[config.mk]
export PLATFORM = sky130hd
export DESIGN_NAME = deser8_1
export DESIGN_NICKNAME = d
export VERILOG_FILES = /design/src/rtl/deser8_1.sv
export SDC_FILE = /design/constraint.sdc
export NUM_CORES = 1
export LEC_CHECK = 0
export ABC_CLOCK_PERIOD_IN_PS = 2100
export CAP_MARGIN = 15
export CELL_PAD_IN_SITES_DETAIL_PLACEMENT = 0
export CELL_PAD_IN_SITES_GLOBAL_PLACEMENT = 2
export CORE_UTILIZATION = 30
export CTS_BUF_LIST = sky130_fd_sc_hd__clkbuf_8
export CTS_CLUSTER_DIAMETER = 50
export CTS_CLUSTER_SIZE = 24
export DETAILED_ROUTE_END_ITERATION = 8
export GPL_TIMING_DRIVEN = 0
export PLACE_DENSITY = 0.67
export REMOVE_ABC_BUFFERS = 1
export SYNTH_ARGS = -nofsm -noshare
export SYNTH_HDL_FRONTEND = slang
export SYNTH_SLANG_ARGS = --single-unit
[constraint.sdc]
create_clock -name CLK -period 2.1 [get_ports CLK]
set_input_delay 0.315 -clock CLK [delete_from_list [all_inputs] [get_ports CLK]]
set_output_delay 0.315 -clock CLK [all_outputs]
set_load 0.03 [all_outputs]
[src/rtl/deser8_1.sv]
// rtl/deser8_1.sv - serial-to-parallel word receiver with FWFT output FIFO and sticky overrun flag
// Optional saturating drop counter on OVRCNT when DESER8_1_OVRCNT_EN is defined.
module deser8_1 #(
    parameter int WIDTH = 8,
    parameter int DEPTH = 2
) (
    input  logic                       CLK,
    input  logic                       RST,
    input  logic                       SIN,
    input  logic                       EN,
    input  logic                       DIR,
    input  logic                       SYNC,
    input  logic                       DREADY,
    input  logic                       OVR_CLR,
    output logic [WIDTH-1:0]           DOUT,
    output logic                       DVALID,
    output logic                       OVR,
`ifdef DESER8_1_OVRCNT_EN
    output logic [7:0]                 OVRCNT,
`endif
    output logic [$clog2(WIDTH)-1:0]   BITCNT
);

    localparam int CW = $clog2(WIDTH);
    localparam int PW = $clog2(DEPTH);
    localparam logic [CW-1:0] CNT_ONE  = CW'(1);
    localparam logic [CW-1:0] CNT_LAST = CW'(WIDTH - 1);
    localparam logic [PW-1:0] PTR_ONE  = PW'(1);
    localparam logic [PW:0]   OCC_ONE  = (PW + 1)'(1);
    localparam logic [PW:0]   OCC_FULL = (PW + 1)'(DEPTH);

    logic [WIDTH-1:0] sh_q, sh_d;
    logic [CW-1:0]    cnt_q, cnt_d;
    logic             fdir_q, fdir_d;
    logic [WIDTH-1:0] mem_q [DEPTH];
    logic [PW-1:0]    rd_ptr_q, rd_ptr_d;
    logic [PW-1:0]    wr_ptr_q, wr_ptr_d;
    logic [PW:0]      occ_q, occ_d;
    logic             ovr_q, ovr_d;

    logic [CW-1:0]    cnt_base;
    logic             cur_dir;
    logic [WIDTH-1:0] shifted;
    logic             word_done;
    logic             pop;
    logic             full;
    logic             push;
    logic             drop;

    // SYNC restarts the frame in the same cycle, so the incoming bit is treated as bit 0.
    always_comb begin
        cnt_base  = SYNC ? '0 : cnt_q;
        cur_dir   = (cnt_base == '0) ? DIR : fdir_q;
        shifted   = cur_dir ? {sh_q[WIDTH-2:0], SIN} : {SIN, sh_q[WIDTH-1:1]};
        word_done = EN && (cnt_base == CNT_LAST);

        sh_d   = sh_q;
        cnt_d  = cnt_q;
        fdir_d = fdir_q;
        if (EN) begin
            sh_d   = shifted;
            fdir_d = cur_dir;
            cnt_d  = word_done ? '0 : (cnt_base + CNT_ONE);
        end else if (SYNC) begin
            cnt_d = '0;
        end
    end

    // A completed word may enter a full FIFO only if the head leaves on the same edge.
    always_comb begin
        pop  = (occ_q != '0) && DREADY;
        full = (occ_q == OCC_FULL);
        push = word_done && (!full || pop);
        drop = word_done && full && !pop;

        rd_ptr_d = pop  ? (rd_ptr_q + PTR_ONE) : rd_ptr_q;
        wr_ptr_d = push ? (wr_ptr_q + PTR_ONE) : wr_ptr_q;
        occ_d    = occ_q;
        if (push && !pop) begin
            occ_d = occ_q + OCC_ONE;
        end else if (pop && !push) begin
            occ_d = occ_q - OCC_ONE;
        end

        if (drop) begin
            ovr_d = 1'b1;
        end else if (OVR_CLR) begin
            ovr_d = 1'b0;
        end else begin
            ovr_d = ovr_q;
        end
    end

    always_ff @(posedge CLK or negedge RST) begin
        if (!RST) begin
            sh_q     <= '0;
            cnt_q    <= '0;
            fdir_q   <= 1'b1;
            rd_ptr_q <= '0;
            wr_ptr_q <= '0;
            occ_q    <= '0;
            ovr_q    <= 1'b0;
            for (int i = 0; i < DEPTH; i++) begin
                mem_q[i] <= '0;
            end
        end else begin
            sh_q     <= sh_d;
            cnt_q    <= cnt_d;
            fdir_q   <= fdir_d;
            rd_ptr_q <= rd_ptr_d;
            wr_ptr_q <= wr_ptr_d;
            occ_q    <= occ_d;
            ovr_q    <= ovr_d;
            if (push) begin
                mem_q[wr_ptr_q] <= shifted;
            end
        end
    end

`ifdef DESER8_1_OVRCNT_EN
    logic [7:0] ovrcnt_q, ovrcnt_d;

    always_comb begin
        ovrcnt_d = ovrcnt_q;
        if (drop) begin
            if (OVR_CLR) begin
                ovrcnt_d = 8'd1;
            end else if (ovrcnt_q != 8'hFF) begin
                ovrcnt_d = ovrcnt_q + 8'd1;
            end
        end else if (OVR_CLR) begin
            ovrcnt_d = 8'd0;
        end
    end

    always_ff @(posedge CLK or negedge RST) begin
        if (!RST) begin
            ovrcnt_q <= 8'd0;
        end else begin
            ovrcnt_q <= ovrcnt_d;
        end
    end

    assign OVRCNT = ovrcnt_q;
`endif

    assign DOUT   = mem_q[rd_ptr_q];
    assign DVALID = (occ_q != '0);
    assign OVR    = ovr_q;
    assign BITCNT = cnt_q;

endmodule
# ---- Yosys cells after proc, flatten, opt, wreduce, memory -nomap -nowiden
# Index checks and enable logic that the tools add are counted.
dict set report totals {
  ff_bits 33
  out_inout_bits 13
}
dict set report classes {
  add_sub_neg 5
  magnitude_cmp 3
  eq_ne 2
  mux 15
  bitwise_logic 2
  n_reduce_logical 16
}
# cell n
set op_table {}
lappend op_table {{$mux 8} 5}
lappend op_table {{$bwmux 16} 1}
lappend op_table {{$mux 3} 3}
lappend op_table {{$demux 8 s1} 1}
lappend op_table {{$logic_and 1x1->1} 8}
lappend op_table {{$reduce_bool 2->1} 3}
lappend op_table {{$ge 2x2->1 const B} 2}
lappend op_table {{$mux 2} 2}
lappend op_table {{$not 1->2} 2}
lappend op_table {{$add 3x1->3 const B} 1}
lappend op_table {{$eq 3x3->1 const B} 1}
lappend op_table {{$logic_not 1->1} 3}
lappend op_table {{$logic_not 3->1} 1}
lappend op_table {{$mux 1} 3}
lappend op_table {{$add 1x1->1 const B} 2}
lappend op_table {{$add 2x1->2 const B} 1}
lappend op_table {{$eq 2x2->1 const B} 1}
lappend op_table {{$lt 2x1->1 const B} 1}
lappend op_table {{$sub 2x1->2 const B} 1}
lappend op_table {{$logic_or 1x1->1} 1}

# ---- Depth between registers and ports, before layout
# Gate-level depths: netlist of run 1.
dict set report logic_depth {
  word_depth 8
  depth_mapped 13
  mapped_depth_nobuf 10
}

# ---- Worst setup path before layout of run 1
# Ideal clock, no wire load.
dict set report synth_path {
  path_type {reg2reg}
  from {reg cnt_q[2] (netlist: BITCNT[2])}
  to {reg occ_q[1]}
  setup_ps 79
  t_arrival_ps 2346
  required_time_ps 2021
  setup_slack_ps -325
  stages_incl_launch_ff 14
  path_buffers 4
  synth_period_minus_slack_ps 2425
  cell_sequence {dfrtp_1 -> nand2b_1 -> buf_2 -> clkbuf_1 -> inv_1 -> ha_1 -> nand2_2 -> buf_6 -> clkbuf_1 -> nor2_1 -> ha_1 -> xor2_1 -> nor2_1 -> xor2_1}
}
dict set report synth_via {
  elab_chain_cells 7
}
# item line
set synth_lines {}
lappend synth_lines {{from (decl)} 33} ;# logic [CW-1:0] cnt_q, cnt_d;
lappend synth_lines {{from (signal assigned)} 108} ;# cnt_q <= cnt_d;
lappend synth_lines {{$mux 3 *} -}
lappend synth_lines {{$eq 3x3->1 *} 55} ;# word_done = EN && (cnt_base == CNT_LAST);
lappend synth_lines {{$logic_and 1x1->1 *} 55}
lappend synth_lines {{$logic_and 1x1->1 *} 73} ;# push = word_done && (!full || pop);
lappend synth_lines {{$logic_not 1->1} 81} ;# end else if (pop && !push) begin
lappend synth_lines {{$logic_and 1x1->1} 81}
lappend synth_lines {{$reduce_bool 2->1 (no source line)} -}
lappend synth_lines {{to (signal assigned)} 101} ;# occ_q <= '0;
lappend synth_lines {{to (signal assigned)} 112} ;# occ_q <= occ_d;
lappend synth_lines {{to (decl)} 38} ;# logic [PW:0] occ_q, occ_d;
# Mark *: on every way between the ends. The rest lies on a longest branch, timed or not.
# A chain may end at the register's enable or synchronous reset.

# ---- Worst setup path in the final report of run 1
dict set report layout_path {
  from {reg rd_ptr_q}
  to {out DOUT[5]}
}
dict set report layout_via {
  elab_chain_cells 4
}
# item line
set layout_lines {}
lappend layout_lines {{from (decl)} 36} ;# logic [PW-1:0] rd_ptr_q, rd_ptr_d;
lappend layout_lines {{from (signal assigned)} 110} ;# rd_ptr_q <= rd_ptr_d;
lappend layout_lines {{$not 1->2 (not written as such)} 147} ;# assign DOUT = mem_q[rd_ptr_q];
lappend layout_lines {{$mux 8 (not written as such) (3 in series)} 147}
lappend layout_lines {{to (decl)} 15} ;# output logic [WIDTH-1:0] DOUT,
# Every way passes these cells. The select of a mux whose other input is x is not followed.

==> results.cfg, run 1 <==
[status]
status = completed

[finish]
final_util = 0.395
nFillCells = 582
nNetsFinal = 204
syn_to_final_growth_pct = 23.2
num_antenna_cells = 0
finalInstanceArea_mm2 = 0.00224
register_area_um2 = 828
drive_gt1_frac = 0.212
multiInputGateArea_um2 = 970

[grt]
grt_pass1_wl_um = 7430
grt_util_all_layers = 0.154
grt_max_degree = 34
grt_pass1_vias = 1399
grt-ovfl-total = 0
grt_antenna_before_repair = 0

[min_path]
hold_class = primary input to asynchronous set/reset pin

[clock_tree]
clock-sinks = 33
clock_latency_ns = 0.29
htreeDepth = 2
cts_tree = done
cts_root_buf = clkbuf_8
clk_transition_reported_paths_ns = 0.08
clk_path_buf_depth = 2
cts_buffers = 5
cts_hold_buf = 0

[yosys]
synthArstFlopShare = 1.00
netlist_area_mm2 = 0.00182
synth_top_area_share = 0.440
ys_seq_elements = 33
synth_cells = 172
ys_types = 28
synth_edf_count = 0
ys.flop_type = dfrtp_1
synth.most_common_cell = o31ai_1
seq_area_frac_synth = 0.455
syn_area_per_cell_um2 = 10.6
ys_top_cells_by_count = 39 x o31ai_1, 32 x dfrtp_1, 12 x nand2_1
yosysWarnings = 0
yosysTopAreaCell = dfrtp_1
synth.area.top_cells = dfrtp_1 44%, o31ai_1 16%, mux2_2 5.6%

[power]
leakage_nw = 1.01
p_per_area_mw_per_mm2 = 853
peakVddDrop_uv = 340

[timing]
rsz0062_at_grt = false
period_minus_slack_ns = 1.99
slew_headroom = 0.492
fmax_mhz = 502
hold_viol = 0
tightest_slew_ns = 0.762
period_share = 0.949
fin_skew_ns = 0.0135
finalMaxSlewViolations = 0
setup_viol = 0

[worst_setup_path]
crit_fanout = 7
crit_type = register to output port
cp.required_ns = 1.78
worst-endpoint-arrival_ns = 1.68
reg2regPathDepth = 5
startpoint_type = register
worstSetupEndpointType = output port

[detailed_routing]
vias_per_cell = 5.41
num_vias = 1434
drtIter0Drc = 108
final_antenna_net_count = 0
dr.pass1.iters = 4
drc = 0
wl_per_cell_um = 17.3
routed_wl_um = 4580

[floorplanning]
die_w_um = 79.9
initial_utilization = 0.321
coreArea_mm2 = 0.00568
ioPinCount = 21
die_y_um = 79.9
rows = 27
dieArea_mm2 = 0.00638

[placed_design]
portBuffers = 20
gp_congestion = 0.805
place_hpwl_um = 2960
postPlaceCellArea_mm2 = 0.00204

[run]
cap_violations = 0
## state kept, by name (all words and copies together), names as in the netlist
signal    flops
wr_ptr_q      1
occ_q         2
mem_q        16
OVR           1
fdir_q        1
BITCNT        3
sh_q          8
rd_ptr_q      1
## layer usage
metal  track usage  up-vias  part of all wire
met5             0        -                 0
met4        0.0446        0            0.0090
met3        0.0411        6             0.045
met2         0.231       28              0.47
met1         0.215      716              0.47
li1              -      684                 -
## path summary, 6_finish.rpt
kind                       startpoint  slack (ns)         to
max                          rd_ptr_q        0.11    DOUT[5]
min                               RST         0.1   mem_q[8]
max reg2reg                 BITCNT[1]        0.20   mem_q[0]
min reg2reg                  occ_q[1]        0.49   occ_q[1]
max in group asynchronous         RST        1.48   rd_ptr_q
min in group CLK                 SYNC        0.46  BITCNT[1]
## logic make-up (layout without fill, tap and decap cells)
kind of cell,Yosys count,count (layout),share of synthesized area
AO/OA/AOI/OAI,52,52,0.220
AND/OR/NAND/NOR,40,41,0.118
flip-flops,33,33,0.455
buffers and inverters,21,41,0.0557
multiplexers,17,17,0.0997
XOR/XNOR,5,5,0.0241
adder cells (fa/ha/maj),4,4,0.0275
## power by group
| part | internal, mW | total [mW] | switching, mW | leakage [nW] |
|---|---|---|---|---|
| sequential | 0.729 | 0.862 | 0.133 | 0.433 |
| combinational | 0.272 | 0.584 | 0.312 | 0.524 |
| clock | 0.225 | 0.466 | 0.241 | 0.0491 |
## what timing repair did
action	in CTS	in global routing
resized for setup	11	8
setup endpoints to repair	27	24
gates cloned	1	0
buffers inserted	0	6
endpoints found under the hold margin	0	0
pin swaps	0	2
## stage by stage
step / setup slack [ns] / total power, mW / setup TNS (ns) / cells / hold slack, ns
2_1_floorplan: -0.366 / 1.19 / -2.93 / 157 / 0.0194
3_3_place_gp: -1.28 / 1.36 / -23.44 / 249 / 0.468
3_5_place_dp: -0.716 / 1.39 / -13.75 / 250 / 0.433
4_1_cts: 0.000212 / 1.87 / 0 / 259 / 0.121
5_1_grt: 0.0556 / 2.03 / 0 / 265 / 0.154
6_report: 0.106 / 1.91 / 0 / 265 / 0.0979
## placed cells by master (no fill, tap or decap), drive strengths merged, types with 3 or more instances in the layout
master          n
dfrtp          32
and3            8
nand2          14
nor2b          10
mux2            9
buf             8
ha              4
clkbuf          5
a221oi          8
mux2i           8
dlygate4sd2     4
xnor2           3
clkinv          4
o21ai           3
o31ai          40
inv             5
clkdlybuf4s50  14
## cell type report
class                           count  share of cell area
Multi-Input combinational cell    119               0.432
Sequential cell                    33               0.369
Timing Repair Buffer               27               0.111
Tap cell                           72              0.0402
Clock buffer                        5              0.0307
Inverter                            6              0.0100
Clock inverter                      3             0.00614
## worst max-delay path, cell delays in order, from the launching register on
cell,delay [ns]
dfrtp_2,0.45
mux2_2,0.35
clkdlybuf4s50_1,0.59
No activity file was read; power rests on OpenSTA's default activity.
==> run 2, diff against run 1 <==
CELL_PAD_IN_SITES_DETAIL_PLACEMENT = 1   (was 0)
CELL_PAD_IN_SITES_GLOBAL_PLACEMENT = 1   (was 2)
CORE_ASPECT_RATIO = 1.2   (was default)
PLACE_DENSITY = 0.57   (was 0.67)
==> results.cfg, run 2 (synthesis results as in run 1) <==
[timing]
hold_viol = 0
period_share = 0.965
rsz0062_at_grt = false
setup_tns_ns = 0
finalMaxSlewViolations = 0
fin_hold_ws_ns = 0.107
fin_skew_ns = 0.00299
slew_headroom = 0.480
setup_viol = 0
tightest_slew_ns = 0.780
fmax_mhz = 494
finalWorstSetupSlack_ns = 0.0745
period_minus_slack_ns = 2.03

[floorplanning]
ioPinCount = 21
die_y_um = 87.3
coreArea_mm2 = 0.00574
die_w_um = 73.1
initial_utilization = 0.317
rows = 30
dieArea_mm2 = 0.00638

[worst_setup_path]
r2r-start = BITCNT[1]
worst-endpoint-arrival_ns = 1.71
crit_slowest_cell = clkdlybuf4s50_1
crit_type = register to output port
cp_cell_sequence = mux2_2 > clkdlybuf4s50_1
reg2regPathDepth = 5
cp.required_ns = 1.78
crit_fanout = 9
cp_slowest_stage_delay_ns = 0.59
startpoint_type = register
crit_start = rd_ptr_q
worstSetupEndpointType = output port

[grt]
grt_util_all_layers = 0.170
grt_pass1_vias = 1536
grt_antenna_before_repair = 0
use_met2 = 0.290
grt_pass1_wl_um = 8090
grt_max_degree = 34
busiest_layer = met2
grtUsageMet1 = 0.215
grt-ovfl-total = 0
grtUsageMet3 = 0.0336

[power]
leakage_nw = 1.03
total_power_mw = 1.92
p_per_area_mw_per_mm2 = 855
peakVddDrop_uv = 293

[detailed_routing]
num_vias = 1488
final_antenna_net_count = 0
drc = 0
vias_per_cell = 5.51
routed_wl_um = 4870
wl_per_cell_um = 18.0
drtIter0Drc = 79
dr.pass1.iters = 4

[finish]
register_area_um2 = 828
final_common_cell = o31ai_1
num_antenna_cells = 0
nNetsFinal = 201
layout_common_cells = 38 x o31ai_1, 31 x dfrtp_1, 14 x clkdlybuf4s50_1
top_register = mem_q
stdcell_count = 270
finalInstanceArea_mm2 = 0.00225
final_util = 0.391
syn_to_final_growth_pct = 23.5
nFillCells = 639
drive_gt1_frac = 0.184
multiInputGateArea_um2 = 971
largest_reg_flops = 16

[clock_tree]
clk_transition_reported_paths_ns = 0.07
clk_path_buf_depth = 2
clock-sinks = 33
clock_latency_ns = 0.28
cts_hold_buf = 0
cts_root_buf = clkbuf_8
cts_tree = done
htreeDepth = 2
cts_buffers = 5

[placed_design]
placed_cells = 258
preCtsSetupSlack_ns = -0.786
portBuffers = 20
gp_congestion = 0.703
place_hpwl_um = 3250
postPlaceCellArea_mm2 = 0.00206

[min_path]
hold_class = primary input to asynchronous set/reset pin

[run]
cap_violations = 0

[status]
status = completed
==> run 2: cell count changes in the layout (fill, tap and decap cells not counted), sizes merged <==
cell,before,now
dlygate4sd2,4,1
buf,8,5
dlymetal6s2s,1,4
==> run 2: per-layer routing <==
metal / up-vias / routed length [um]
li1: 685 / -
met1: 767 / 2190
met2: 31 / 2470
met3: 5 / 163
met4: 0 / 46
met5: - / 0
==> run 2: timing repair <==
item                       in CTS  in global routing
gates cloned                    1                  0
gates resized for setup        10                  8
setup buffers                   0                  3
setup endpoints to repair      27                 20
pin swaps                       1                  2
==> run 2: worst max-delay path: cells and delay by family (launching register included) <==
| kind | cells | cell delay, ns |
|---|---|---|
| flip-flops | 1 | 0.48 |
| multiplexers | 1 | 0.36 |
| buffers and inverters | 1 | 0.59 |
==> run 2: worst paths after layout <==
path                        endpoint  slack [ns]
max                          DOUT[0]        0.07
min                         mem_q[5]        0.11
max reg2reg                 mem_q[1]        0.17
min reg2reg                      OVR        0.50
max in group asynchronous   rd_ptr_q        1.45
min in group CLK           BITCNT[1]        0.44
==> run 2: power by group <==
| part | switching [mW] | internal [mW] |
|---|---|---|
| sequential | 0.148 | 0.729 |
| combinational | 0.301 | 0.280 |
| clock | 0.238 | 0.225 |
| total | 0.687 | 1.23 |
==> run 2: layout make-up <==
type	count	area share
multi-input cells	119	0.432
repair buffers	24	0.108
well taps	80	0.0446
flip-flops and latches	33	0.369
clock inverters	3	0.00613
inverters	6	0.0100
clock buffers	5	0.0306
==> run 3, diff against run 2 <==
ABC_CLOCK_PERIOD_IN_PS = 1720   (was 2100)
clock period = 1.72 ns   (was 2.1 ns; I/O delays follow)
==> results.cfg, run 3 (synthesis results as in run 1) <==
[placed_design]
portBuffers = 20
place_hpwl_um = 3250
gp_congestion = 0.703
preCtsSetupSlack_ns = -1.11
postPlaceCellArea_mm2 = 0.00206

[grt]
grt_antenna_before_repair = 0
grt_max_degree = 34
grt-ovfl-total = 0
grt_pass1_wl_um = 8420
grt_pass1_vias = 1614
grt_util_all_layers = 0.177

[power]
peakVddDrop_uv = 391
p_sw_frac = 0.377
power.share.clock = 0.229
comb_power_share = 0.345
p_per_area_mw_per_mm2 = 980
total_power_mw = 2.49
leakage_nw = 1.09
switching_power_uw = 940
intPower_mw = 1.55
pwr-share-seq = 0.427

[floorplanning]
die_y_um = 87.3
dieArea_mm2 = 0.00638
initial_utilization = 0.317
rows = 30
coreArea_mm2 = 0.00574
die_w_um = 73.1
ioPinCount = 21

[clock_tree]
clk_path_buf_depth = 2
clock-sinks = 33
cts_hold_buf = 0
cts_buffers = 5
clk_transition_reported_paths_ns = 0.07
cts_tree = done
clock_latency_ns = 0.28
cts_root_buf = clkbuf_8
htreeDepth = 2

[worst_setup_path]
rrSetupSlack_ns = -0.01
crit_fanout = 5
startpoint_type = register
worstSetupEndpointType = register
worst-endpoint-arrival_ns = 1.94
cp.required_ns = 1.93
crit_type = register to register

[finish]
nNetsFinal = 212
largest_reg_flops = 16
syn_to_final_growth_pct = 39.8
finalInstanceArea_mm2 = 0.00254
layout_common_cells = 30 x dfrtp_1, 22 x o31ai_2, 16 x o31ai_1
final_common_cell = dfrtp_1
num_antenna_cells = 0
top_register = mem_q
drive_gt1_frac = 0.463

[timing]
period_share = 1.01
finalMaxSlewViolations = 0
fin_skew_ns = 0.00617
slew_headroom = 0.486
hold_viol = 0
period_minus_slack_ns = 1.73
rsz0062_at_grt = true
fin_hold_ws_ns = 0.0376
fmax_mhz = 577
tightest_slew_ns = 0.770
setup_viol = 1
finalWorstSetupSlack_ns = -0.0124

[run]
cap_violations = 0

[detailed_routing]
drtIter0Drc = 67
vias_per_cell = 5.47
num_vias = 1537
final_antenna_net_count = 0
wl_per_cell_um = 18.8
drc = 0
routed_wl_um = 5290
dr.pass1.iters = 4

[min_path]
hold_class = primary input to asynchronous set/reset pin

[status]
status = finished with violations
violations = setup timing
## run 3: final timing paths
kind	start	endpoint	cells after the start
worst max-delay path	BITCNT[0]	occ_q[1]	9
worst min-delay path	RST	mem_q[5]	1
worst max register to register	BITCNT[0]	occ_q[1]	9
worst min register to register	OVR	OVR	1
max in group asynchronous	RST	rd_ptr_q	1
min in group CLK	OVR	OVR	1
## run 3: layout make-up
type	count	area (um2)
Inverter	6	25.0
Sequential cell	33	830
Multi-Input combinational cell	121	1210
Tap cell	80	100
Clock buffer	5	68.8
Clock inverter	3	13.8
Fill cell	613	3200
Timing Repair Buffer	33	293
## run 3: routing by layer
metal	global-route usage	wire length [um]	vias up
li1	-	-	706
met1	0.218	2210	794
met2	0.308	2810	29
met3	0.0336	169	8
met4	0.0535	96	0
met5	0	0	-
## run 3: power groups by stage
stage,Combinational (mW),Sequential (mW),Clock [mW]
floorplan,0.417,1.03,0
CTS,0.826,1.06,0.588
finish,0.860,1.06,0.570
global route,0.936,1.08,0.622
global placement,0.580,1.07,0
detailed placement,0.629,1.08,0
## run 3: worst max-delay path, stage by stage (launching register included)
cell      delay [ns]
dfrtp_1         0.40
nand2b_4        0.07
inv_2           0.08
ha_4            0.15
ha_4            0.16
nand2_8         0.07
nor2_4          0.10
ha_2            0.28
nor2_1          0.17
xor2_1          0.17
## run 3: what timing repair did
| item | 4_1_cts | 5_1_grt |
|---|---|---|
| gates cloned | 2 | 1 |
| setup endpoints to repair | 39 | 22 |
| pin swaps | 15 | 6 |
| resized for setup | 65 | 27 |
| setup buffers | 9 | 3 |
## run 3: metrics by stage
stage / util / TNS (ns) / cells
2_1_floorplan: - / -10.47 / 157
3_3_place_gp: 0.355 / -47.24 / 257
3_5_place_dp: 0.358 / -26.04 / 258
4_1_cts: 0.420 / -0.149 / 277
5_1_grt: 0.443 / -0.247 / 281
6_report: 0.443 / -0.0124 / 281
